==> config.mk <==
export PLATFORM = sky130hd
export DESIGN_NAME = led_frame_pwm
export DESIGN_NICKNAME = d
export VERILOG_FILES = /design/src/rtl/led_ctrl_pkg.sv /design/src/rtl/led_pwm_channel.sv /design/src/rtl/led_frame_pwm.sv
export SDC_FILE = /design/constraint.sdc
export NUM_CORES = 1
export LEC_CHECK = 0
export ABC_AREA = 1
export CORE_ASPECT_RATIO = 0.9
export CORE_UTILIZATION = 30
export CTS_CLUSTER_SIZE = 10
export DETAILED_ROUTE_END_ITERATION = 10
export GPL_TIMING_DRIVEN = 0
export SETUP_SLACK_MARGIN = 0.4
export SYNTH_ARGS = -nofsm -noshare
export SYNTH_HDL_FRONTEND = slang
export SYNTH_SLANG_ARGS = --single-unit
==> constraint.sdc <==
create_clock -name clk -period 2.6 [get_ports clk]
set_input_delay 0.65 -clock clk [delete_from_list [all_inputs] [get_ports clk]]
set_output_delay 0.65 -clock clk [all_outputs]
set_load 0.02 [all_outputs]
==> src/rtl/led_ctrl_pkg.sv <==
// ---------------------------------------------------------------------------
// led_ctrl_pkg : frame geometry shared by the LED shift register and PWM
// Rev 1.0
// ---------------------------------------------------------------------------
`default_nettype none

package led_ctrl_pkg;
    localparam int CHANNELS   = 4;
    localparam int PWM_BITS   = 4;
    localparam int FRAME_BITS = CHANNELS * PWM_BITS;
    localparam int PWM_MAX    = (1 << PWM_BITS) - 1;

    // Terminal value of the PWM counter; period is one tick shorter than 2^bits
    function automatic int pwm_top(input int bits);
        return (1 << bits) - 2;
    endfunction
endpackage

`default_nettype wire

==> src/rtl/led_pwm_channel.sv <==
// ---------------------------------------------------------------------------
// led_pwm_channel : one registered PWM comparator (duty vs period counter)
// Rev 1.0
// ---------------------------------------------------------------------------
`default_nettype none

module led_pwm_channel #(
    parameter int PWM_BITS   = 4,
    parameter bit LED_ACT_LO = 1'b0
) (
    input  logic                clk,
    input  logic                reset,
    input  logic [PWM_BITS-1:0] duty,
    input  logic [PWM_BITS-1:0] pwm_cnt,
    output logic                led
);
    logic r_led;

    always_ff @(posedge clk or negedge reset) begin
        if (!reset) begin
            r_led <= LED_ACT_LO;
        end else begin
            r_led <= (pwm_cnt < duty) ^ LED_ACT_LO;
        end
    end

    assign led = r_led;
endmodule

`default_nettype wire

==> src/rtl/led_frame_pwm.sv <==
// ---------------------------------------------------------------------------
// led_frame_pwm : latches shifted LED frames, double-buffered multi-channel PWM
// Rev 1.0
// ---------------------------------------------------------------------------
`default_nettype none

module led_frame_pwm
    import led_ctrl_pkg::*;
#(
    parameter int CHANNELS   = led_ctrl_pkg::CHANNELS,
    parameter int PWM_BITS   = led_ctrl_pkg::PWM_BITS,
    parameter int PRESCALE   = 1,
    parameter bit LED_ACT_LO = 1'b0
) (
    input  logic                         clk,
    input  logic                         reset,
    input  logic                         en,
    input  logic [CHANNELS*PWM_BITS-1:0] shift_data,
    output logic [CHANNELS-1:0]          led,
    output logic                         frame_ok,
    output logic                         frame_err
);
    localparam int FRAME_W = CHANNELS * PWM_BITS;
    localparam int CNT_W   = $clog2(FRAME_W + 2);
    localparam int PS_W    = (PRESCALE > 1) ? $clog2(PRESCALE) : 1;

    localparam logic [CNT_W-1:0]    CNT_FULL = CNT_W'(FRAME_W);
    localparam logic [CNT_W-1:0]    CNT_SAT  = CNT_W'(FRAME_W + 1);
    localparam logic [PS_W-1:0]     PS_TOP   = PS_W'(PRESCALE - 1);
    localparam logic [PWM_BITS-1:0] PWM_TOP  = PWM_BITS'(pwm_top(PWM_BITS));

    logic                r_en_d;
    logic [CNT_W-1:0]    r_bit_cnt;
    logic [FRAME_W-1:0]  r_shadow;
    logic [FRAME_W-1:0]  r_active;
    logic                r_pending;
    logic [PS_W-1:0]     r_presc;
    logic [PWM_BITS-1:0] r_pwm_cnt;
    logic                r_frame_ok;
    logic                r_frame_err;

    logic w_rise;
    logic w_accept;
    logic w_reject;
    logic w_tick;
    logic w_wrap;

    // en is active-low, so its rising edge marks the end of a shift burst
    assign w_rise   = ~r_en_d & en;
    assign w_accept = w_rise && (r_bit_cnt == CNT_FULL);
    assign w_reject = w_rise && (r_bit_cnt != CNT_FULL) && (r_bit_cnt != '0);
    assign w_tick   = (r_presc == PS_TOP);
    assign w_wrap   = w_tick && (r_pwm_cnt == PWM_TOP);

    always_ff @(posedge clk or negedge reset) begin
        if (!reset) begin
            r_en_d      <= 1'b1;
            r_bit_cnt   <= '0;
            r_frame_ok  <= 1'b0;
            r_frame_err <= 1'b0;
        end else begin
            r_en_d      <= en;
            r_frame_ok  <= w_accept;
            r_frame_err <= w_reject;
            if (w_rise) begin
                r_bit_cnt <= '0;
            end else if (!en && (r_bit_cnt != CNT_SAT)) begin
                r_bit_cnt <= r_bit_cnt + CNT_W'(1);
            end
        end
    end

    // A wrap coinciding with an accept copies the old shadow; the new one stays pending
    always_ff @(posedge clk or negedge reset) begin
        if (!reset) begin
            r_shadow  <= '0;
            r_active  <= '0;
            r_pending <= 1'b0;
        end else begin
            if (w_wrap && r_pending) begin
                r_active  <= r_shadow;
                r_pending <= 1'b0;
            end
            if (w_accept) begin
                r_shadow  <= shift_data;
                r_pending <= 1'b1;
            end
        end
    end

    always_ff @(posedge clk or negedge reset) begin
        if (!reset) begin
            r_presc   <= '0;
            r_pwm_cnt <= '0;
        end else begin
            r_presc <= w_tick ? '0 : r_presc + PS_W'(1);
            if (w_tick) begin
                r_pwm_cnt <= w_wrap ? '0 : r_pwm_cnt + PWM_BITS'(1);
            end
        end
    end

    generate
        for (genvar k = 0; k < CHANNELS; k++) begin : g_channel
            led_pwm_channel #(
                .PWM_BITS   (PWM_BITS),
                .LED_ACT_LO (LED_ACT_LO)
            ) u_channel (
                .clk     (clk),
                .reset   (reset),
                .duty    (r_active[k*PWM_BITS +: PWM_BITS]),
                .pwm_cnt (r_pwm_cnt),
                .led     (led[k])
            );
        end
    endgenerate

    assign frame_ok  = r_frame_ok;
    assign frame_err = r_frame_err;
endmodule

`default_nettype wire

# After elaboration in Yosys (flattened, before gate mapping)
# Index checks and enable logic that the tools add are counted.
dict set report totals {
  out_inout_bits 6
  reg_bits 50
  wordCells 43
}
dict set report op_classes {
  n_lt_le_gt_ge 4
  n_addsub 3
  n_bitwise 3
  n_mux 6
  reduce_logical 10
  eq_ne 4
}
# op count
set op_table {}
lappend op_table {{less-than comparator 4 bit} 4}
lappend op_table {{two-way mux 5 bit} 2}
lappend op_table {{!= test 5 bit (second input constant)} 2}
lappend op_table {{logical AND 1 bit} 6}
lappend op_table {{adder 5 x 1 -> 5 bit (second input constant)} 1}
lappend op_table {{== test 5 bit (second input constant)} 1}
lappend op_table {{nonzero test 5 bit} 1}
lappend op_table {{adder 4 x 1 -> 4 bit (second input constant)} 1}
lappend op_table {{== test 4 bit (second input constant)} 1}
lappend op_table {{two-way mux 4 bit} 1}
lappend op_table {{nonzero test 2 bit} 2}
lappend op_table {{two-way mux 1 bit} 3}
lappend op_table {{NOT 1 bit} 2}
lappend op_table {{adder 1 bit (second input constant)} 1}
lappend op_table {{AND 1 bit} 1}
lappend op_table {{zero test 1 bit} 1}

# Depth between registers and ports, before layout
dict set report logic_depth {
  ltp_word 5
  mapped_depth 9
  mapped_depth_nobuf 9
}

# Hierarchy
# A second synthesis with hierarchy kept.
dict set report unflattened {
  cells_unflattened 284
  area_unflattened_um2 2381.0
}
# mod seq_area_each_um2 cells_per_inst area_each_um2 instances
set by_module_without_submodules {}
lappend by_module_without_submodules {led_frame_pwm 1127.3 220 1915.6 1}
lappend by_module_without_submodules {led_pwm_channel 25.0 16 116.4 4}

# Worst setup path before layout
# Ideal clock, no wire load.
dict set report synth_path {
  kind {input -> register}
  startpoint {in en}
  endpoint {reg r_shadow[10]}
  stages 7
  setup_slack_ns 1.168
  required_ns 2.535
  t_arrival_ns 1.368
  cell_sequence {inv_1 -> nor2_1 -> nand2_1 -> nor2_4 -> buf_4 -> nand2_1 -> nand2_1}
}
dict set report synth_via {
  elab_chain_cells 2
}
# item line_no
set synth_rtl {}
lappend synth_rtl {{start: declaration} led_frame_pwm.sv:17} ;# input logic en,
lappend synth_rtl {{AND 1 bit} led_frame_pwm.sv:49} ;# assign w_rise = ~r_en_d & en;
lappend synth_rtl {{logical AND 1 bit} led_frame_pwm.sv:50} ;# assign w_accept = w_rise && (r_bit_cnt == CNT_FULL);
lappend synth_rtl {{via w_accept} led_frame_pwm.sv:43} ;# logic w_accept;
lappend synth_rtl {{end signal: assignment} led_frame_pwm.sv:85} ;# r_shadow <= shift_data;
lappend synth_rtl {{end: declaration} led_frame_pwm.sv:34} ;# logic [FRAME_W-1:0] r_shadow;
# The timed path passes the listed nets, and every way through them passes these cells.
# A chain may end at the register's enable or synchronous reset.

# Worst setup path in the final report
dict set report layout_path {
  startpoint {reg g_channel[1].u_channel.r_led}
  endpoint {out led[1]}
}
# item line_no
set layout_rtl {}
lappend layout_rtl {{start: declaration} led_pwm_channel.sv:17} ;# logic r_led;
lappend layout_rtl {{start signal: assignment} led_pwm_channel.sv:23} ;# r_led <= (pwm_cnt < duty) ^ LED_ACT_LO;
lappend layout_rtl {{end: declaration} led_frame_pwm.sv:19} ;# output logic [CHANNELS-1:0] led,
# No word-level cell between the ends.

==> metrics.yaml <==
synth_area_sq_mm: 0.00236
slew_viol_final: 0
worst_r2r_endpoint: "r_shadow[13]$_DFFE_PN0P_"
insertion_delay_ns: 0.30
max_slew.worst_pin.slew_ns: 0.498
cap_violations: 0
crit_fanout: 1
seq_area_frac_synth_pct: 52.1
final-hold-violation-count: 0
synth_xor_area_share_pct: 0.372
cts_num_sinks: 49
ff2ff_path_depth: 8
rsz0062_at_grt: "no"
startpoint_type: "flip-flop"
powerDensity_mw_per_mm2: 533
place_area_sq_mm: 0.00273
max_clock_freq_ghz: 0.508
post-dp-hpwl_um: 3110
grt_max_degree: 39
ant_nets: 0
path_clk_slew_ns: 0.09
fin_nets: 343
fin_skew_ns: 0.00692
arrival_ns: 1.32
status: "complete, no violations"
synthCells: 277
relSlewSlack_pct: 66.7
dr.pass1.iters: 4
finalSetupViolCount: 0
post-place-cells: 398
track_usage_pct: 12.0
start_util_pct: 31.1
ctsLongestPathBuffers: 2
yosys_warnings: 0
ys_ff_latch: 49
portBuffers: 24
numCtsBuffers: 5
ctsHoldBuffers: 0
syn_to_final_growth_pct: 19.6
p_leak_nw: 1.49
drc: 0
ios: 25
synthAdderAreaFrac_pct: 7.96
r2r_slack_ns: 1.02
fin_area_sq_mm: 0.00282
synth_top_family_by_area: "simple AND/OR/NAND/NOR gates"
criticalPathCategory: "flip-flop to output pin"
grt_overflow: 0
synth_compound_area_share_pct: 2.97
first_global_vias: 1707
htreeDepth: 2
netlist.area_leader.share_pct: 51.0
drive_above_1_share_pct: 8.09
cts_setup_buffers: 0
setup_ws_ns: 0.630
grt_first_pass_wirelength_um: 7530
final_cells: 405
synth.avg_cell_area_sq_um: 8.51
vias_per_cell: 4.19
drt_iter0_markers: 50
post_drt_wl_per_cell_um: 10.2
finish.utilization_pct: 37.2
power_mw: 1.50
r2r_start: "r_bit_cnt[0]$_DFFE_PN0P_"
dp_slack_ns: 0.465
required_ns: 1.95
core_region_area_sq_mm: 0.00758
synthSimpleGateAreaFrac_pct: 28.1
place.gp.congestion: 0.768
cts_tree: "done"
synth_nets: 311
synth_area_leaders: "dfrtp_1 51%, nand2_1 18%, ha_1 8.0%, inv_1 5.1%, nand3_1 4.9%"
period_needed_ns: 1.97
rows: 30
cts_root_buffer: "clkbuf_8"
crit_path_end_kind: "output pin"
routed-via-count: 1696
irDropWorstVdd_mv: 0.285
hold_ws_ns: 0.222
ys_types: 24
post_cts_resized: 0
hold_path_class: "input pin to async pin"
die_area_sq_mm: 0.00822
yosys.area.top_type: "dfrtp_1"
antenna_found_initial: 0
timing.final.crit_share_pct: 75.8
tns_ns: 0
dieWidth_um: 95.4
yosys-mux-area-fraction_pct: 0
n_antenna_cell: 0
wirelength_um: 4140
die_h_um: 86.1
-- state kept, by name (all words and copies together) (netlist names) --
| signal | flops |
|---|---|
| frame_err | 1 |
| frame_ok | 1 |
| g_channel.u_channel.led | 4 |
| r_active | 16 |
| r_bit_cnt | 5 |
| r_en_d | 1 |
| r_pending | 1 |
| r_pwm_cnt | 4 |
| r_shadow | 16 |
-- metal layers --
layer / vias to the layer above / GRT usage [%] / share of wire, %
met4: 0 / 4.48 / 1.6
met1: 758 / 15.2 / 49
met2: 19 / 19.7 / 46
li1: 912 / - / -
met3: 7 / 2.84 / 2.9
met5: - / 0 / 0
-- cell families (layout without fill, tap and decap cells) --
kind of cell             count (synthesis)  after routing
AO/OA/AOI/OAI                           12             12
XOR/XNOR                                 1              1
adder cells (fa/ha/maj)                 15             15
buffers and inverters                   44             76
flip-flops                              49             49
AND/OR/NAND/NOR                        156            156
-- how the worst max path moves through the flow --
stage | from | slack (ns) | endpoint
global route | g_channel[3].u_channel.led$_DFF_PN0_ | 0.57 | led[3]
finish | g_channel[1].u_channel.led$_DFF_PN0_ | 0.63 | led[1]
detailed placement | en | 0.47 | r_shadow[8]$_DFFE_PN0P_
floorplan | en | 1.17 | r_shadow[10]$_DFFE_PN0P_
global placement | reset | -0.58 | g_channel[0].u_channel.led$_DFF_PN0_
CTS | g_channel[1].u_channel.led$_DFF_PN0_ | 0.61 | led[1]
-- where the power goes --
part	internal, mW	switching [mW]
clock	0.211	0.240
sequential	0.810	0.0352
combinational	0.0887	0.116
total	1.11	0.391
-- cells in the mapped netlist, drive strengths merged --
cell type / count
xor2: 1
dfstp: 1
nor2: 11
nand4: 2
nand3: 24
a21oi: 6
a21o: 4
inv: 33
ha: 15
dfrtp: 48
buf: 9
nor3b: 1
clkbuf: 2
o21ai: 2
nand2: 117
nor3: 1
-- cell usage in the layout, fill, tap and decap left out, types with 2 or more instances in the layout --
cell type        count
buf_4                5
a21oi_1              6
a21o_1               4
nor2_1               9
o21ai_0              2
buf_6                2
nand4_1              2
nand2_1            115
ha_1                15
nand3_1             23
buf_2                3
clkbuf_1             3
inv_1               32
dfrtp_1             48
clkbuf_8             6
clkdlybuf4s50_1     23
-- critical path, stage by stage (launching register included) --
cell,delay (ns)
dfrtp_1,0.37
buf_4,0.12
clkdlybuf4s50_1,0.53
-- cell type report --
type | count | area, sq um
Fill cell | 812 | 4760
Tap cell | 96 | 120
Inverter | 33 | 124
Multi-Input combinational cell | 184 | 928
Clock buffer | 7 | 86.3
Buffer | 11 | 77.6
Sequential cell | 49 | 1230
Timing Repair Buffer | 25 | 255
No activity file was read; power rests on OpenSTA's default activity.
